$ cat config.mk
export PLATFORM = sky130hd
export DESIGN_NAME = sys_bridge
export DESIGN_NICKNAME = d
export VERILOG_FILES = /design/src/rtl/sys_bridge_pkg.sv /design/src/rtl/bridge_decode.sv /design/src/rtl/sys_bridge.sv
export SDC_FILE = /design/constraint.sdc
export NUM_CORES = 1
export LEC_CHECK = 0
export CAP_MARGIN = 20
export CORE_ASPECT_RATIO = 1.25
export CORE_MARGIN = 1
export CORE_UTILIZATION = 43
export CTS_BUF_LIST = sky130_fd_sc_hd__clkbuf_2
export DETAILED_ROUTE_END_ITERATION = 6
export PLACE_DENSITY = 0.9
export SLEW_MARGIN = 20
export SYNTH_ARGS = -nofsm -noshare
export SYNTH_HDL_FRONTEND = slang
export SYNTH_SLANG_ARGS = --single-unit
$ cat constraint.sdc
create_clock -name clk -period 3.95 [get_ports clk]
set_input_delay 0.79 -clock clk [delete_from_list [all_inputs] [get_ports clk]]
set_output_delay 0.79 -clock clk [all_outputs]
set_load 0.01 [all_outputs]
$ cat src/rtl/sys_bridge_pkg.sv
// Shared types and constants for the CPU-to-timer bridge.
// Both the FSM and the address decoder import these definitions.
package sys_bridge_pkg;

  typedef enum logic [1:0] {
    StIdle   = 2'd0,
    StAccess = 2'd1,
    StResp   = 2'd2
  } state_e;

  localparam logic [31:0] DefT0Base   = 32'h0000_7F00;
  localparam logic [31:0] DefT1Base   = 32'h0000_7F10;
  localparam int unsigned WindowWords = 3;

  // Unsigned wrap-around makes addresses below the base land far outside the window.
  function automatic logic in_window(input logic [29:0] word, input logic [29:0] base_word);
    logic [29:0] off;
    off = word - base_word;
    return off < 30'(WindowWords);
  endfunction

endpackage

$ cat src/rtl/bridge_decode.sv
// Combinational word-address decoder for the two timer windows.
// Timer 0 takes priority if the windows ever overlap.
module bridge_decode
  import sys_bridge_pkg::*;
#(
  parameter logic [31:0] T0Base = DefT0Base,
  parameter logic [31:0] T1Base = DefT1Base
) (
  input  logic [29:0] word_addr_i,
  output logic        t0_hit_o,
  output logic        t1_hit_o,
  output logic        miss_o
);

  always_comb begin
    t0_hit_o = in_window(word_addr_i, T0Base[31:2]);
    t1_hit_o = !t0_hit_o && in_window(word_addr_i, T1Base[31:2]);
    miss_o   = !(t0_hit_o || t1_hit_o);
  end

endmodule

$ cat src/rtl/sys_bridge.sv
// Single-outstanding CPU bridge to two memory-mapped timers.
// Each access walks IDLE -> ACCESS -> RESP; interrupts are registered independently.
module sys_bridge
  import sys_bridge_pkg::*;
#(
  parameter logic [31:0] T0_BASE = DefT0Base,
  parameter logic [31:0] T1_BASE = DefT1Base
) (
  input  logic        clk,
  input  logic        reset,
  input  logic        req_valid,
  output logic        req_ready,
  input  logic [31:0] req_addr,
  input  logic        req_we,
  input  logic [31:0] req_wdata,
  output logic        rsp_valid,
  input  logic        rsp_ready,
  output logic [31:0] rsp_rdata,
  output logic        rsp_err,
  output logic [29:0] dev_addr,
  output logic [31:0] dev_wdata,
  output logic        t0_we,
  output logic        t1_we,
  input  logic [31:0] t0_dout,
  input  logic [31:0] t1_dout,
  input  logic        t0_irq,
  input  logic        t1_irq,
  output logic [5:0]  hwint
);

  state_e      state_q, state_d;
  logic [29:0] addr_q, addr_d;
  logic        we_q, we_d;
  logic [31:0] wdata_q, wdata_d;
  logic [31:0] rdata_q, rdata_d;
  logic        err_q, err_d;
  logic [5:0]  hwint_q;
  logic        ready_en_q;

  logic t0_hit, t1_hit, miss;

  // Byte-lane bits carry no meaning for word-wide timer registers.
  logic unused_byte_sel;
  assign unused_byte_sel = ^req_addr[1:0];

  bridge_decode #(
    .T0Base(T0_BASE),
    .T1Base(T1_BASE)
  ) u_decode (
    .word_addr_i(addr_q),
    .t0_hit_o   (t0_hit),
    .t1_hit_o   (t1_hit),
    .miss_o     (miss)
  );

  // Keeps req_ready low through reset and only raises it on the first edge after release.
  assign req_ready = ready_en_q && (state_q == StIdle);
  assign rsp_valid = (state_q == StResp);
  assign rsp_rdata = rdata_q;
  assign rsp_err   = err_q;
  assign dev_addr  = addr_q;
  assign dev_wdata = wdata_q;
  assign hwint     = hwint_q;

  always_comb begin
    state_d = state_q;
    addr_d  = addr_q;
    we_d    = we_q;
    wdata_d = wdata_q;
    rdata_d = rdata_q;
    err_d   = err_q;
    t0_we   = 1'b0;
    t1_we   = 1'b0;
    unique case (state_q)
      StIdle: begin
        if (req_valid && req_ready) begin
          addr_d  = req_addr[31:2];
          we_d    = req_we;
          wdata_d = req_wdata;
          state_d = StAccess;
        end
      end
      StAccess: begin
        t0_we   = we_q && t0_hit;
        t1_we   = we_q && t1_hit;
        err_d   = miss;
        if (we_q || miss) begin
          rdata_d = 32'd0;
        end else if (t0_hit) begin
          rdata_d = t0_dout;
        end else begin
          rdata_d = t1_dout;
        end
        state_d = StResp;
      end
      StResp: begin
        if (rsp_ready) begin
          state_d = StIdle;
        end
      end
      default: state_d = StIdle;
    endcase
  end

  always_ff @(posedge clk or negedge reset) begin
    if (!reset) begin
      state_q    <= StIdle;
      addr_q     <= '0;
      we_q       <= 1'b0;
      wdata_q    <= '0;
      rdata_q    <= '0;
      err_q      <= 1'b0;
      hwint_q    <= '0;
      ready_en_q <= 1'b0;
    end else begin
      state_q    <= state_d;
      addr_q     <= addr_d;
      we_q       <= we_d;
      wdata_q    <= wdata_d;
      rdata_q    <= rdata_d;
      err_q      <= err_d;
      hwint_q    <= {4'b0000, t1_irq, t0_irq};
      ready_en_q <= 1'b1;
    end
  end

endmodule

==> results.sh <==
export IMPL_clock_latency_ps=560
export IMPL_fin_crit_ps=3640
export IMPL_dr_pass1_iters=4
export IMPL_start_kind="register"
export IMPL_ant_nets=0
export IMPL_power_density_nw_per_um2=401
export IMPL_synth_most_common_cell="dfrtp_1"
export IMPL_via_per_inst=5.15
export IMPL_rows=40
export IMPL_synth_seq_area_share_pct=58.5
export IMPL_drc=0
export IMPL_synth_top_family_by_area="multiplexers"
export IMPL_num_nets_final=666
export IMPL_yosys_top_cells_area="dfrtp_1 (59%), mux2_2 (16%), a221o_1 (7.0%)"
export IMPL_num_antenna_cells=0
export IMPL_postSynthAreaPerCell_um2=14.4
export IMPL_final_core_util_pct=70.5
export IMPL_path_clk_slew_ps=240
export IMPL_synth_area_leader_cell="dfrtp_1"
export IMPL_place_inst=644
export IMPL_clockBufferDepth=2
export IMPL_critical_path_buf_inv_count=1
export IMPL_h_tree_depth=3
export IMPL_area_delta_synth_final_pct=58.6
export IMPL_ys_flop_type="dfrtp_1"
export IMPL_synthAdderAreaFrac_pct=0
export IMPL_syn_inst=299
export IMPL_synth_cell_types=40
export IMPL_crit_cells=6
export IMPL_die_w_um=91.6
export IMPL_cp_required_ps=3160
export IMPL_finalCritPeriodShare_pct=92.1
export IMPL_crit_slowest_cell="or4_2"
export IMPL_hold_viol=0
export IMPL_yosysTopAreaCellShare_pct=58.5
export IMPL_cap_violations=0
export IMPL_core_area_um2=9710
export IMPL_timing_critical_path_cells="nor3_4, nand4b_1, or4_2, nor3b_2, and3_1, dlygate4sd2_1"
export IMPL_synthSimpleGateAreaFrac_pct=12.6
export IMPL_ys_ff_latch=101
export IMPL_muxShareOfSynthArea_pct=16.4
export IMPL_critPathArrivalTime_ps=2850
export IMPL_worst_pin_slew_ps=695
export IMPL_end_kind="output pin"
export IMPL_synth_compound_area_share_pct=8.72
export IMPL_tns_ps=0
export IMPL_final_cells=658
export IMPL_crit_family="simple AND/OR/NAND/NOR gates"
export IMPL_antenna_found_initial=0
export IMPL_rsz0062_at_grt="false"
export IMPL_routabilityCongestion=0.769
export IMPL_grt_ovfl_total=0
export IMPL_timing_fmax_ghz=0.275
export IMPL_cts_made_buffers=9
export IMPL_skew_ps=28.0
export IMPL_synth_warnings=0
export IMPL_initial_core_util_pct=44.5
export IMPL_r2r_cells=8
export IMPL_crit_path_max_incr_delay_ps=680
export IMPL_p_leak_nw=2.87
export IMPL_worst_slack_ps=313
export IMPL_grt_pass1_vias=3711
export IMPL_async_flop_share_pct=100
export IMPL_cts_tree="built"
export IMPL_routedWlPerCell_um=18.2
export IMPL_dr_total_vias=3387
export IMPL_synth_xor_area_share_pct=0.203
export IMPL_synth_area_um2=4320
export IMPL_ff_latch_area_um2=2530
export IMPL_synth_edf_count=0
export IMPL_drive_gt1_share_pct=23.7
export IMPL_place_ws_ps=471
export IMPL_crit_reg2reg_launch="dev_addr[1]$_DFFE_PN0P_"
export IMPL_outcome="finished, final reports clean"
export IMPL_multi_input_area_um2=1680
export IMPL_synth_top_cells_by_count="dfrtp_1 (101), mux2_2 (63), a221o_1 (30)"
export IMPL_portBuffers=233
export IMPL_drt_iter0_drc=118
export IMPL_slew_violations=0
export IMPL_die_area_um2=10400
export IMPL_fp_dieH_um=114
export IMPL_num_io_pins=240
export IMPL_cts_root_buf="clkbuf_2"
export IMPL_nFillCells=705
export IMPL_path_max_fanout=3
export IMPL_setup_violations=0
export IMPL_grt_max_degree=78
export IMPL_ir_drop_mv=0.272
export IMPL_grt_pass1_wl_um=18300
export IMPL_routed_wl_um=12000
export IMPL_r2r_setup_slack_ps=1650
export IMPL_relSlewSlack_pct=53.7
export IMPL_hpwlAfterDp_um=8920
export IMPL_crit_path_start="dev_addr[24]$_DFFE_PN0P_"
export IMPL_worstSetupPathType="register to output pin"
export IMPL_cts_hold_buffers=0
export IMPL_hold_class="primary input to async pin"
export IMPL_finalHoldWorstSlack_ps=214
export IMPL_cts_sinks=101
export IMPL_grt_use_total_pct=23.1
[cell families (layout without fill, tap and decap cells)]
kind of cell	Yosys count	in the layout
AOI/OAI and AO/OA	40	40
other	2	5
buffers and inverters	22	252
DFF	101	101
and+or+nand+nor	70	70
xor gates and xnor gates	1	1
muxes	63	63
[flip-flops by register name, indices dropped and copies added (netlist names)]
register / flops
ready_en_q: 1
hwint: 2
state_q: 2
rsp_err: 1
we_q: 1
rsp_rdata: 32
dev_addr: 30
dev_wdata: 32
[worst paths after layout]
path                                                  end
worst min-delay path             rsp_rdata[6]$_DFFE_PN0P_
worst max-delay path                                t1_we
min in group clk                      rsp_err$_DFFE_PN0P_
worst min register to register        rsp_err$_DFFE_PN0P_
worst max register to register   rsp_rdata[1]$_DFFE_PN0P_
max in group asynchronous       dev_wdata[12]$_DFFE_PN0P_
[cell usage in the layout (no fill, tap or decap), types with 3 or more instances in the layout]
master and n:
a221o_1 30, and2_1 5, and2_2 28, buf_4 5, clkbuf_2 9, clkdlybuf4s50_1 231
conb_1 5, dfrtp_1 101, mux2_2 63, nand2_1 3, nor2_1 5, nor3_1 3
nor3_4 3, nor4_4 3
[worst reg2reg max path, stage by stage, from the launching register on]
cell and delay, ps:
dfrtp_1 460, a211oi_2 250, nand2_1 130, buf_4 170, nor4_4 260, nand3_2 130, nor4_4 210, buf_4 380
a221o_1 240
[power by group]
group          leakage, nW  internal [W]  switching (W)  total [W]
clock network       0.0532      0.000130       0.000321   0.000451
logic                 1.55      0.000594       0.000334   0.000928
registers             1.26       0.00122       0.000152    0.00137
[per-stage QoR]
step           cell area, µm²  total power, W
2_1_floorplan            4330         0.00171
3_3_place_gp             6730         0.00228
3_5_place_dp             6730         0.00231
4_1_cts                  6840         0.00278
5_1_grt                  6850         0.00289
6_report                 6850         0.00275
[layout make-up]
type / instances / area share [%]
flip-flops and latches: 101 / 36.9
repair buffers: 239 / 34.9
multi-input cells: 179 / 24.6
clock buffers: 9 / 0.658
clock inverters: 3 / 0.603
well taps: 126 / 2.30
inverters: 1 / 0.0548
[per-layer routing]
| metal | share of wire [%] | wire length [µm] | vias to the layer above | track usage, % |
|---|---|---|---|---|
| met3 | 7.6 | 910 | 23 | 6.67 |
| met1 | 37 | 4470 | 1659 | 24.7 |
| met2 | 52 | 6250 | 154 | 41.9 |
| met4 | 2.7 | 321 | 0 | 10.6 |
| li1 | - | - | 1551 | - |
| met5 | 0 | 0 | - | 0 |
[what timing repair did]
action	CTS	global route
resized for setup	4	0
setup buffers	2	0
endpoints found under the setup margin	1	0
Note: power is estimated with default switching activity, not from simulation.
==> patch, RTL diff (same settings) <==
Re-encode `state_e` (3 states) as one-hot, 3 bits wide.
--- a/src/rtl/sys_bridge_pkg.sv
+++ b/src/rtl/sys_bridge_pkg.sv
@@ -3,8 +3,8 @@
 package sys_bridge_pkg;
 
-  typedef enum logic [1:0] {
-    StIdle   = 2'd0,
-    StAccess = 2'd1,
-    StResp   = 2'd2
+  typedef enum logic [2:0] {
+    StIdle   = 3'b001,
+    StAccess = 3'b010,
+    StResp   = 3'b100
   } state_e;
 
Behaviour: same outputs for any inputs over 10 cycles, from zero or initial values and one cycle with reset low; not proved beyond that.
==> patch against the unedited design <==
Routed wire length is 25% higher; sequential share of layout area fell by 3.0 points; via count grew 42%; cell count rose by 36%; global-route usage increased by 2.8 points; final area increased by 10%; sequential cell count is 1 higher; worst hold slack improved by 19 ps; critical path depth up 2; worst setup slack lost 130 ps; synthesized area rose by 12%; clock skew rose by 23 ps; largest cell class unchanged.
Power is not compared: it rests on default switching activity, and its combinational part moved more than twofold at a synthesized area within 25%.
==> patch: results (changes against the unedited design) <==
----------------------------------------------------
[Status]
  Run status ... finished, final reports clean

[Place]
  GPL Wtd Cong ... 0.9022 (+17%)
  Dpl ws ... 499.3 ps (+28.55 ps)
  DP HPWL ... 10.38 mm (+16%)
  Placed Instances ... 865 (+34%)

[STA]
  Minimum clock period ... 3767 ps (+129.9 ps)
  Remaining max-slew budget at the tightest pin ... 31.32% (-22 points)
  Worst Hold Margin ... 233.4 ps (+19.10 ps)

[Global route]
  Met3 track demand over resource ... 6.012% (-0.66 points)
  Overall track demand over capacity in global routing ... 25.83% (+2.8 points)
  Met1 routing resource usage after global routing ... 29.85% (+5.2 points)
  Antenna violations before repair ... 0 (unchanged)
  Pin count of the biggest net entering global routing ... 91 (+17%)
  Wire length of the first global-routing pass ... 24.23 mm (+32%)
  Met2 track demand over resource in global routing ... 45.47% (+3.6 points)

[Logic synthesis]
  Part of the Yosys area used for sequential elements ... 52.85% (-5.7 points)
  Post-synth top cells ... nand2_1 (195), dfrtp_1 (101), nand3_1 (35)
  Synthesized area per cell ... 9.257 um2 (-36%)
  Synth area leaders ... dfrtp_1 (52%), nand2_1 (15%), nand3_1 (3.6%), o21ai_2 (3.4%), a22oi_1 (3.4%)
  Post-synthesis cell type count ... 51 (+28%)

[Drt]
  Detail-routed net length per standard cell ... 16.77 um (-7.7%)
  Initial drt markers ... 233 (+97%)
  Average vias per placed instance ... 5.383 (+4.6%)

[Setup path]
  Maximum fanout encountered on the critical timing path ... 8 (+5)
  Reg2Reg Setup Slack ... 800 ps (-850 ps)
  Capture instance of the worst register-to-register path ... rsp_rdata[31]$_DFFE_PN0P_
  Element type at the critical path end ... output port
  Worst-path cell with the longest stage delay ... dfrtp_1
  R2r worst-path depth ... 7 (-1)
  Launch point of the worst reg-to-reg path ... dev_addr[4]$_DFFE_PN0P_
  Largest stage delay, worst path ... 550 ps (-130 ps)
  Crit path arrival time ... 2980 ps (+130 ps)

[Cells and area]
  Final nets ... 893 (+34%)
  Layout cells sized above 1 ... 12.84% (-11 points)
  Number of standard cells in the layout, taps in and fillers out ... 895 (+36%)

[Clock tree]
  Deepest level of the CTS H-tree ... 3 (unchanged)
  Clock latency on the worst-skew pair ... 560 ps (about the same)
  Post-CTS Setup Inserts ... 14 (+12)
  Number of gates resized after CTS ... 11 (+7)

----------------------------------------------------
[patch: cell types whose count changed in the layout (fill, tap and decap cells not counted), sizes merged, moves of 31 or more]
cell   before  now
o21ai       2   38
a22oi       0   32
mux2       63    1
and2       33    2
nand2       3  195
nand3       3   37
a221o      32    0
[patch: power by group through the flow]
stage	combinational [mW]	sequential [mW]	clock, mW
2_1_floorplan	0.686	1.84	0
3_3_place_gp	1.81	1.72	0
3_5_place_dp	1.85	1.75	0
4_1_cts	2.03	1.71	0.527
5_1_grt	2.21	1.77	0.563
6_report	2.05	1.73	0.505
[patch: final cells by class]
type / instances / area (um2) / area share (%)
clock inverter: 6 / 68.82 / 0.9124
timing repair buffer: 255 / 2500 / 33.15
inverter: 4 / 15.01 / 0.1991
sequential: 102 / 2561 / 33.96
clock buffer: 10 / 50.05 / 0.6636
multi-input combinational: 386 / 2182 / 28.93
tap: 132 / 165.2 / 2.190
[patch: logic make-up (layout without fill, tap and decap cells)]
kind of cell	after synthesis	after routing	share of synthesized area, %
AO/OA/AOI/OAI	87	87	14.60
XOR/XNOR	1	1	0.1813
adder cells (fa/ha/maj)	1	1	0.2072
buffers and inverters	37	275	4.013
flip-flops	102	102	52.85
multiplexers	4	4	0.8545
other	2	5	0.1554
AND/OR/NAND/NOR	288	288	27.14
[patch: layer usage]
layer,wire length (um),share of wire [%]
met1,5729,38
met2,7718,51
met3,1089,7.3
met4,471,3.1
met5,0,0
[patch: through the flow]
| step | utilization, % | setup TNS [ps] |
|---|---|---|
| CTS | 69.73 | 0 |
| finish | 70.01 | 0 |
| detailed placement | 67.27 | 0 |
| floorplan | - | 0 |
| global placement | 67.27 | 0 |
| global route | 70.01 | -9.688 |
